[src/rtl/score_display_pkg.sv]
// Shared types and glyph data for the HUD score renderer.
// Segment masks are packed {a,b,c,d,e,f,g}; bit 6 is segment a.
package score_pkg;

  localparam int GLYPH_W = 4;
  localparam int GLYPH_H = 7;

  typedef enum logic [1:0] {
    IDLE = 2'd0,
    RUN  = 2'd1,
    OVER = 2'd2
  } state_t;

  localparam logic [6:0] SEG_MASK [10] = '{
    7'h7E, 7'h30, 7'h6D, 7'h79, 7'h33,
    7'h5B, 7'h5F, 7'h70, 7'h7F, 7'h7B
  };

  // Non-decimal nibbles render blank.
  function automatic logic [6:0] seg_mask(input logic [3:0] digit);
    logic [6:0] mask;
    mask = 7'h00;
    if (digit <= 4'd9) mask = SEG_MASK[digit];
    return mask;
  endfunction

endpackage

[src/rtl/score_display_digit_glyph.sv]
// Combinational 4x7 seven-segment cell lookup for one digit.
// Coordinates outside the glyph box are masked by the caller.
module digit_glyph
  import score_pkg::*;
(
  input  logic [3:0] i_digit,
  input  logic [1:0] i_lx,
  input  logic [2:0] i_ly,
  output logic       o_pixel
);

  logic [6:0] w_mask;
  logic       w_left;
  logic       w_right;
  logic       w_upper;
  logic       w_lower;

  always_comb begin
    w_mask  = seg_mask(i_digit);
    w_left  = (i_lx == 2'd0);
    w_right = (i_lx == 2'd3);
    w_upper = (i_ly <= 3'd3);
    w_lower = (i_ly >= 3'd3);
    o_pixel = (w_mask[6] & (i_ly == 3'd0))
            | (w_mask[5] & w_right & w_upper)
            | (w_mask[4] & w_right & w_lower)
            | (w_mask[3] & (i_ly == 3'd6))
            | (w_mask[2] & w_left & w_lower)
            | (w_mask[1] & w_left & w_upper)
            | (w_mask[0] & (i_ly == 3'd3));
  end

endmodule

[src/rtl/score_display.sv]
// BCD score keeper with session high score, record blink and a registered
// 1-bit HUD pixel covering both numbers.
//
// state | meaning
// IDLE  | after reset, no game yet; score frozen at 0
// RUN   | game in progress; increments accepted
// OVER  | game ended; high score latched on entry
module score_display
  import score_pkg::*;
#(
  parameter int CONV         = 0,
  parameter int NUM_DIGITS   = 5,
  parameter int SCORE_X      = 28,
  parameter int HI_X         = 2,
  parameter int Y_POS        = 1,
  parameter int DIGIT_PITCH  = 5,
  parameter int BLINK_FRAMES = 64
) (
  input  logic                    clk,
  input  logic                    rst,
  input  logic [9-CONV:0]         i_hpos,
  input  logic [9-CONV:0]         i_vpos,
  input  logic                    i_frame_tick,
  input  logic                    i_game_start,
  input  logic                    i_game_over,
  input  logic                    i_score_inc,
  output logic [4*NUM_DIGITS-1:0] o_score_bcd,
  output logic [4*NUM_DIGITS-1:0] o_hi_bcd,
  output logic                    o_new_high,
  output logic                    o_score_color
);

  localparam int PW = 10 - CONV;
  localparam int SW = 4 * NUM_DIGITS;
  localparam int BW = ($clog2(BLINK_FRAMES + 1) > 4) ? $clog2(BLINK_FRAMES + 1) : 4;

  state_t          r_state;
  state_t          w_state_next;
  logic [SW-1:0]   r_score;
  logic [SW-1:0]   r_hi;
  logic [SW-1:0]   w_score_inc;
  logic [BW-1:0]   r_blink;
  logic            r_new_high;
  logic            r_color;
  logic            w_to_over;
  logic            w_record;
  logic            w_count;
  logic            w_sat;
  logic            w_carry;
  logic            w_hi_vis;

  always_ff @(posedge clk) begin
    if (rst) r_state <= IDLE;
    else     r_state <= w_state_next;
  end

  always_comb begin
    w_state_next = r_state;
    case (r_state)
      IDLE:    if (i_game_start) w_state_next = RUN;
      RUN:     if (!i_game_start && i_game_over) w_state_next = OVER;
      OVER:    if (i_game_start) w_state_next = RUN;
      default: w_state_next = IDLE;
    endcase
  end

  assign w_to_over = (r_state == RUN) && i_game_over && !i_game_start;
  assign w_count   = (r_state == RUN) && i_score_inc && !i_game_start && !i_game_over;
  // Packed BCD orders the same as the decimal value, so a plain compare works.
  assign w_record  = (r_score > r_hi);

  always_comb begin
    w_score_inc = r_score;
    w_sat       = 1'b1;
    w_carry     = 1'b1;
    for (int i = 0; i < NUM_DIGITS; i++) begin
      w_sat = w_sat & (r_score[4*i +: 4] == 4'd9);
      if (w_carry) begin
        if (r_score[4*i +: 4] == 4'd9) begin
          w_score_inc[4*i +: 4] = 4'd0;
        end else begin
          w_score_inc[4*i +: 4] = r_score[4*i +: 4] + 4'd1;
          w_carry               = 1'b0;
        end
      end
    end
  end

  always_ff @(posedge clk) begin
    if (rst) begin
      r_score    <= '0;
      r_hi       <= '0;
      r_new_high <= 1'b0;
      r_blink    <= '0;
    end else begin
      if (i_game_start) begin
        r_score    <= '0;
        r_new_high <= 1'b0;
      end else if (w_to_over) begin
        r_new_high <= w_record;
        if (w_record) r_hi <= r_score;
      end else if (w_count && !w_sat) begin
        r_score <= w_score_inc;
      end

      if (w_to_over && w_record) r_blink <= BW'(BLINK_FRAMES);
      else if (i_frame_tick && (r_blink != '0)) r_blink <= r_blink - BW'(1);
    end
  end

  assign w_hi_vis = !((r_blink != '0) && r_blink[3]);

  logic [NUM_DIGITS-1:0] w_score_lz;
  logic [NUM_DIGITS-1:0] w_hi_lz;
  logic                  w_zrun_s;
  logic                  w_zrun_h;

  // Index k counts from the most-significant digit; the LS digit always shows.
  always_comb begin
    w_score_lz = '0;
    w_hi_lz    = '0;
    w_zrun_s   = 1'b1;
    w_zrun_h   = 1'b1;
    for (int k = 0; k < NUM_DIGITS; k++) begin
      w_zrun_s      = w_zrun_s & (r_score[4*(NUM_DIGITS-1-k) +: 4] == 4'd0);
      w_zrun_h      = w_zrun_h & (r_hi[4*(NUM_DIGITS-1-k) +: 4] == 4'd0);
      w_score_lz[k] = w_zrun_s;
      w_hi_lz[k]    = w_zrun_h;
    end
    w_score_lz[NUM_DIGITS-1] = 1'b0;
    w_hi_lz[NUM_DIGITS-1]    = 1'b0;
  end

  logic [PW-1:0]         w_dy;
  logic                  w_row_in;
  logic [NUM_DIGITS-1:0] w_score_px;
  logic [NUM_DIGITS-1:0] w_hi_px;

  assign w_dy     = i_vpos - PW'(Y_POS);
  assign w_row_in = (w_dy < PW'(GLYPH_H));

  for (genvar k = 0; k < NUM_DIGITS; k++) begin : g_digit
    localparam int            NIB = NUM_DIGITS - 1 - k;
    localparam logic [PW-1:0] SX  = PW'(SCORE_X + k * DIGIT_PITCH);
    localparam logic [PW-1:0] HX  = PW'(HI_X + k * DIGIT_PITCH);

    logic [PW-1:0] w_sdx;
    logic [PW-1:0] w_hdx;
    logic          w_sgl;
    logic          w_hgl;

    assign w_sdx = i_hpos - SX;
    assign w_hdx = i_hpos - HX;

    digit_glyph u_score_glyph (
      .i_digit (r_score[4*NIB +: 4]),
      .i_lx    (w_sdx[1:0]),
      .i_ly    (w_dy[2:0]),
      .o_pixel (w_sgl)
    );

    digit_glyph u_hi_glyph (
      .i_digit (r_hi[4*NIB +: 4]),
      .i_lx    (w_hdx[1:0]),
      .i_ly    (w_dy[2:0]),
      .o_pixel (w_hgl)
    );

    assign w_score_px[k] = w_sgl & w_row_in & (w_sdx < PW'(GLYPH_W)) & !w_score_lz[k];
    assign w_hi_px[k]    = w_hgl & w_row_in & (w_hdx < PW'(GLYPH_W)) & !w_hi_lz[k] & w_hi_vis;
  end

  always_ff @(posedge clk) begin
    if (rst) r_color <= 1'b0;
    else     r_color <= (|w_score_px) | (|w_hi_px);
  end

  assign o_score_bcd   = r_score;
  assign o_hi_bcd      = r_hi;
  assign o_new_high    = r_new_high;
  assign o_score_color = r_color;

endmodule

[config.mk]
export PLATFORM = sky130hd
export DESIGN_NAME = score_display
export DESIGN_NICKNAME = d
export VERILOG_FILES = /design/src/rtl/score_display_pkg.sv /design/src/rtl/score_display_digit_glyph.sv /design/src/rtl/score_display.sv
export SDC_FILE = /design/constraint.sdc
export NUM_CORES = 1
export LEC_CHECK = 0
export CORE_AREA = 2 2 133 135
export CTS_BUF_LIST = sky130_fd_sc_hd__clkbuf_4 sky130_fd_sc_hd__clkbuf_8 sky130_fd_sc_hd__clkbuf_16
export DETAILED_ROUTE_END_ITERATION = 7
export DIE_AREA = 0 0 135 137
export HOLD_SLACK_MARGIN = 0.05
export PLACE_DENSITY = 0.59
export SETUP_SLACK_MARGIN = 0.15
export SYNTH_ARGS = -nofsm -noshare
export SYNTH_HDL_FRONTEND = slang
export SYNTH_HIERARCHICAL = 1
export SYNTH_SLANG_ARGS = --single-unit
[constraint.sdc]
create_clock -name clk -period 12.2 [get_ports clk]
set_clock_uncertainty 0.15 [all_clocks]
set_input_delay 2.44 -clock clk [delete_from_list [all_inputs] [get_ports clk]]
set_output_delay 2.44 -clock clk [all_outputs]
set_load 0.01 [all_outputs]
======== Word level (Yosys, flattened, before mapping) ========
Memory sizes are Yosys's and may differ from the RTL's.
Cells that the tools add are included.
word-level totals
  RAM bits ................................ 0
  register bits after elaboration ......... 51
  memories ................................ 10
  latch bits .............................. 0
  bits of input ports ..................... 26
  output and inout port bits .............. 42
  memory bits (read-only) ................. 1120
  logic and storage cells ................. 422
cells by class
  magnitude comparators ................... 34
  add/sub/neg operators ................... 17
  eq/ne operators ......................... 21
  multiply operators ...................... 0
  bitwise operators ....................... 226
  div/mod/pow operators ................... 0
  reductions and logical operators ........ 56
  shift-type cells ........................ 0
  mux-type cells .......................... 47
memory list
  name             words  width  read ports  clocked after memory_dff  write ports  line                     RTL
  (no name shown)  16     7      1           0                         0            score_display_pkg.sv:23  if (digit <= 4'd9) mask = SEG_MASK[digit];
  (no name shown)  16     7      1           0                         0            score_display_pkg.sv:23
  (no name shown)  16     7      1           0                         0            score_display_pkg.sv:23
  (no name shown)  16     7      1           0                         0            score_display_pkg.sv:23
  (no name shown)  16     7      1           0                         0            score_display_pkg.sv:23
  (no name shown)  16     7      1           0                         0            score_display_pkg.sv:23
  +4 memories      --     --     --          --                        --           --
operators by type and width
  operator                                                     number
  2-to-1 mux 7 bit                                             32
  bitwise AND 1 bit                                            153
  less-than comparator 10 x 3 -> 1 bit, second input constant  11
  OR 1 bit                                                     61
  greater-or-equal comparator 5 bit, second input constant     10
  NOT 4 -> 5 bit                                               10
  less-or-equal comparator 4 bit, second input constant        10
  subtractor 10 x 6 -> 10 bit, second input constant           4
  zero test 4 bit                                              8
  subtractor 10 x 5 -> 10 bit, second input constant           3
  == test 2 bit, second input constant                         11
  zero test 2 bit                                              11
  adder 4 x 1 -> 4 bit, second input constant                  5
  == test 4 bit, second input constant                         5
  > comparator 20 bit                                          1
  2-to-1 mux 4 bit                                             5
  AND reduction 3 bit                                          5
  zero test 1 bit                                              12
  logical AND 1 bit                                            10
  OR reduction 5 bit                                           2
  subtractor 10 x 1 -> 10 bit, second input constant           1
  subtractor 10 x 2 -> 10 bit, second input constant           1
  subtractor 10 x 3 -> 10 bit, second input constant           1
  subtractor 10 x 4 -> 10 bit, second input constant           1
  other kinds (17)                                             28

======== Depth between registers and ports, before layout ========
  word-level depth ........................ 19
  mapped depth ............................ 12
  mapped depth without buffers ............ 12

======== Modules after synthesis ========
The synthesis kept the hierarchy.
by module, submodules not included
  module         area each (sq um)  times used  sequential area each (sq um)  cells an instance
  score_display  4305.4             1           1021.0                        544
  digit_glyph    236.5              10          0.0                           31

======== Worst setup path after synthesis ========
Ideal clock, no wire load.
  path type ............................... input-to-reg
  start point ............................. in i_vpos[0]
  end point ............................... reg r_color (netlist: o_score_color)
  cell stages on the path ................. 11
  slack ................................... 5593 ps
  setup time .............................. 74 ps
  buffers on the path ..................... 0
  arrival time ............................ 6383 ps
  required time ........................... 11976 ps
  cell sequence ........................... inv_1 ha_1 xor2_1 xor2_1 o211ai_1 a32oi_1 nand2_1 a2111oi_4 o21ai_1 a31o_1 a31oi_1
on the way
  longest elaborated chain between the ends .. 15
  elaborated cells between the ends (all ways) .. 173
  those cells by class .................... 1 x add/sub; 3 x order compare; 2 x eq/ne; 164 x bitwise; 3 x reduce/logical
RTL lines
  item                                                                        line                                                              RTL
  start: declaration                                                          score_display.sv:22                                               input logic [9-CONV:0] i_vpos,
  subtractor 10 x 1 -> 10 bit (*)                                             score_display.sv:139                                              assign w_dy = i_vpos - PW'(Y_POS);
  via w_dy[2]                                                                 score_display.sv:134                                              logic [PW-1:0] w_dy;
  less-or-equal comparator 3 x 2 -> 1 bit or zero test 3 bit (tied branches)  score_display_digit_glyph.sv:22, score_display_digit_glyph.sv:24
  bitwise AND 1 bit, on equally long branches                                 score_display_digit_glyph.sv:25, score_display_digit_glyph.sv:24
  OR 1 bit                                                                    score_display_digit_glyph.sv:25                                   | (w_mask[5] & w_right & w_upper)
  OR 1 bit                                                                    score_display_digit_glyph.sv:26                                   | (w_mask[4] & w_right & w_lower)
  OR 1 bit                                                                    score_display_digit_glyph.sv:27                                   | (w_mask[3] & (i_ly == 3'd6))
  OR 1 bit                                                                    score_display_digit_glyph.sv:28                                   | (w_mask[2] & w_left & w_lower)
  OR 1 bit                                                                    score_display_digit_glyph.sv:29                                   | (w_mask[1] & w_left & w_upper)
  OR 1 bit (*)                                                                score_display_digit_glyph.sv:30                                   | (w_mask[0] & (i_ly == 3'd3));
  via g_digit[3].w_hgl                                                        score_display.sv:150                                              logic w_hgl;
  bitwise AND 1 bit (*) (4 in a row)                                          score_display.sv:170                                              assign w_hi_px[k] = w_hgl & w_row_in & (w_hdx < PW'(GLYPH_W)) & !w_hi_lz[k] & w_hi_vis;
  OR reduction 5 bit (*)                                                      score_display.sv:175                                              else r_color <= (|w_score_px) | (|w_hi_px);
  OR 1 bit (*)                                                                score_display.sv:175
  end signal: assignment                                                      score_display.sv:175
  end: declaration                                                            score_display.sv:44                                               logic r_color;
Mark *: on every way through the listed nets, which the timed path passes. The rest lies on a longest branch.
A chain may end at the register's enable or synchronous reset.

======== Worst setup path after layout ========
  start point ............................. in i_vpos[0]
  end point ............................... reg r_color (netlist: o_score_color)
on the way
  elaborated cells between the ends (all ways) .. 173
  those cells by class .................... 1 x add/sub; 3 x order compare; 2 x eq/ne; 164 x bitwise; 3 x reduce/logical
RTL lines
  item                                                                        line                                                              RTL
  subtractor 10 x 1 -> 10 bit (*)                                             score_display.sv:139
  via w_dy[0]                                                                 score_display.sv:134
  less-or-equal comparator 3 x 2 -> 1 bit or zero test 3 bit (tied branches)  score_display_digit_glyph.sv:22, score_display_digit_glyph.sv:24
  bitwise AND 1 bit, on equally long branches                                 score_display_digit_glyph.sv:25, score_display_digit_glyph.sv:24
  OR 1 bit                                                                    score_display_digit_glyph.sv:25
  OR 1 bit                                                                    score_display_digit_glyph.sv:26
  OR 1 bit                                                                    score_display_digit_glyph.sv:27
  OR 1 bit                                                                    score_display_digit_glyph.sv:28
  OR 1 bit                                                                    score_display_digit_glyph.sv:29
  OR 1 bit (*)                                                                score_display_digit_glyph.sv:30
  via g_digit[1].w_sgl                                                        score_display.sv:149                                              logic w_sgl;
  bitwise AND 1 bit (*) (3 in a row)                                          score_display.sv:169                                              assign w_score_px[k] = w_sgl & w_row_in & (w_sdx < PW'(GLYPH_W)) & !w_score_lz[k];
  OR reduction 5 bit (*)                                                      score_display.sv:175
  OR 1 bit (*)                                                                score_display.sv:175
Marks and branches as above.

==> flow_summary.yaml <==
clock_tree:
  clockBufferDepth: 2
  cts_sinks: 51
  cts_root_buf: "clkbuf_16"
  numCtsBuffers: 5
  htreeDepth: 2
  clkLatencyLatePin_ps: 310
  cts_tree: "done"
  cts_hold_repair.buffers: 0
  cts_resized: 0
  clk_pin_slew_ps: 80
  post_cts_buffers: 0
floorplanning:
  die-area_mm2: 0.01850
  coreArea_mm2: 0.01706
  fp.dieW_um: 135
  ios: 68
  die_h_um: 137
  start_util: 0.3911
  rows: 48
cells_and_area:
  multiInputGateArea_mm2: 0.005142
  fill_cells: 1747
  nets: 1002
  regArea_mm2: 0.001021
  drive_above_1_share: 0.07379
  area_delta_synth_final_pct: 16.17
  antenna_cells: 0
  stdcell_count: 1133
route:
  num_vias: 6800
  drt_pass1_iterations: 6
  route.detailed.drc: 0
  routed_wl_um: 20540
  drtAntennaViolNets: 0
  drt-vias-per-instance: 6.002
  avgRoutedWirePerCell_um: 18.13
  drt_iter0_drc: 597
synthesis:
  synth-seq-area-share: 0.1531
  ys.flop_type: "dfxtp_1"
  ys_async_sr_fraction: 0
  synth-seq-cells: 51
  synth_edf_count: 0
  syn-mean-instance-area_um2: 7.810
  syn_nets: 949
  syn_inst: 854
  synth_area_mm2: 0.006670
  yosysWarnings: 6
  post_synth_num_cell_types: 76
timing:
  period_share: 0.4940
  tightest_slew_ps: 1258
  hold_slack_ps: 356.9
  rsz0062_at_grt: "false"
  fmax_ghz: 0.1659
  setup_violations: 0
  finalSetupTns_ps: 0
  slew_violations: 0
  hold_viol: 0
  slew_headroom: 0.1592
  fin_crit_ps: 6027
global_route:
  grt_pass1_vias: 6391
  grt_max_degree: 71
  grt.overflow.total: 0
  antenna_found_initial: 0
  grt_pass1_wl_um: 32790
  grtUsageTotal: 0.2188
status:
  status: "completed"
critical_path:
  path_max_fanout: 42
  reg2reg_setup_slack_ps: 8580
  r2r_start: "o_hi_bcd[18]"
  worstSetupPathType: "in2reg"
  endpoint_kind: "register"
  cp-startpoint: "i_vpos[0]"
  worstSetupStartpointType: "input pin"
  worstPathArrival_ps: 6110
  critPathRequiredTime_ps: 12290
place:
  hpwl_um: 14170
  port_buffers: 67
  dp.cells: 1125
  gp_congestion: 0.8558
power_and_ir_drop:
  vdd_ir_drop_max_mv: 0.07928
  leakage_nw: 2.845
  p_per_area_mw_per_mm2: 64.55
run:
  maxCapViolations: 0
hold_path:
  hold_class: "reg2reg"
  worstHoldStart: "r_state[1]"
-- stage by stage --
| stage | setup WS (ps) | area (µm²) | power, mW | util |
|---|---|---|---|---|
| after floorplan | 5593 | 6670 | 0.3118 | - |
| after global placement | 5899 | 7595 | 0.3489 | 0.4453 |
| after detailed placement | 5795 | 7595 | 0.3491 | 0.4453 |
| after CTS | 6111 | 7749 | 0.5029 | 0.4543 |
| after global routing | 5773 | 7749 | 0.5281 | 0.4543 |
| final | 6173 | 7749 | 0.5002 | 0.4543 |
-- flip-flops by register name, summed over array words and instances, names as in the netlist --
name and count:
r_blink 7, o_score_color 1, o_score_bcd 20, o_new_high 1, r_state 2, o_hi_bcd 20
-- cell families after synthesis --
| group | share of synthesized area |
|---|---|
| compound gates | 0.2930 |
| simple gates | 0.2352 |
| buf+inv | 0.08253 |
| fa+ha+maj | 0.1294 |
| flops | 0.1531 |
| xor+xnor | 0.04858 |
| mux | 0.05815 |
-- critical path: stages --
cell             delay, ps
clkdlybuf4s50_1        430
inv_2                   50
buf_4                  470
ha_1                   380
xor2_4                 820
a21oi_1                 70
a21oi_1                160
o311ai_1               100
a32oi_1                220
nor2b_1                150
o21ai_0                 90
a2111oi_0              360
nand4_1                150
a31oi_1                180
-- layer usage --
layer	routed length [µm]	GRT usage
met2	9607	0.3737
met5	0	0
met4	372	0.06076
met1	9521	0.2929
met3	1043	0.02370
-- path summary, 6_finish.rpt --
kind              endpoint  cells past startpoint
max          o_score_color                     14
min             r_state[0]                      1
max reg2reg    o_hi_bcd[7]                      8
min reg2reg     r_state[0]                      1
-- Yosys cell counts, drive strengths merged (3+ instances only) --
master	instances	share of area
a211o	13	0.017
a211oi	10	0.011
a21o	21	0.024
a21oi	43	0.032
a311o	20	0.030
a31oi	25	0.023
a32oi	11	0.014
a41o	10	0.015
buf	6	0.0077
clkbuf	34	0.024
dfxtp	51	0.15
ha	69	0.13
inv	90	0.051
mux2i	14	0.021
mux4	10	0.034
nand2	30	0.017
nand2b	3	0.0028
nand3	12	0.0090
nand3b	22	0.025
nand4	13	0.012
nor2	81	0.046
nor2b	22	0.021
nor3	5	0.0045
nor3b	5	0.0064
nor4	17	0.017
nor4b	3	0.0049
nor4bb	3	0.0045
o211ai	10	0.011
o21a	3	0.0034
o21ai	48	0.036
o21bai	10	0.011
o311ai	11	0.014
o32ai	20	0.026
or2	13	0.012
or3b	14	0.019
or4	6	0.0073
or4b	10	0.015
xnor2	16	0.021
xor2	21	0.028
-- cells in the final DEF, fill, tap and decap left out, drive strengths merged, types with 21 or more instances in the layout --
cell type / Yosys / layout
nor2: 81 / 81
a31oi: 25 / 25
clkdlybuf4s50: 0 / 66
a21oi: 43 / 43
o21ai: 48 / 48
dfxtp: 51 / 51
ha: 69 / 69
nand3b: 22 / 22
xor2: 21 / 21
nor2b: 22 / 22
nand2: 30 / 30
inv: 90 / 91
a21o: 21 / 21
-- report_power, final --
part	switching, mW	internal (mW)	total, mW	leakage [nW]
Sequential	0.0112	0.178	0.189	0.412
Clock	0.0747	0.0786	0.153	0.0759
Combinational	0.0847	0.0732	0.158	2.36
Total	0.171	0.330	0.500	2.85
-- area by class of cell --
class,count,share of cell area
inverter,91,0.04408
multi-input combinational,672,0.6637
clock buffer,5,0.01615
timing repair buffer,86,0.1043
sequential,51,0.1318
tap,225,0.03633
clock inverter,3,0.003714
Note: power is estimated with default switching activity, not from simulation.
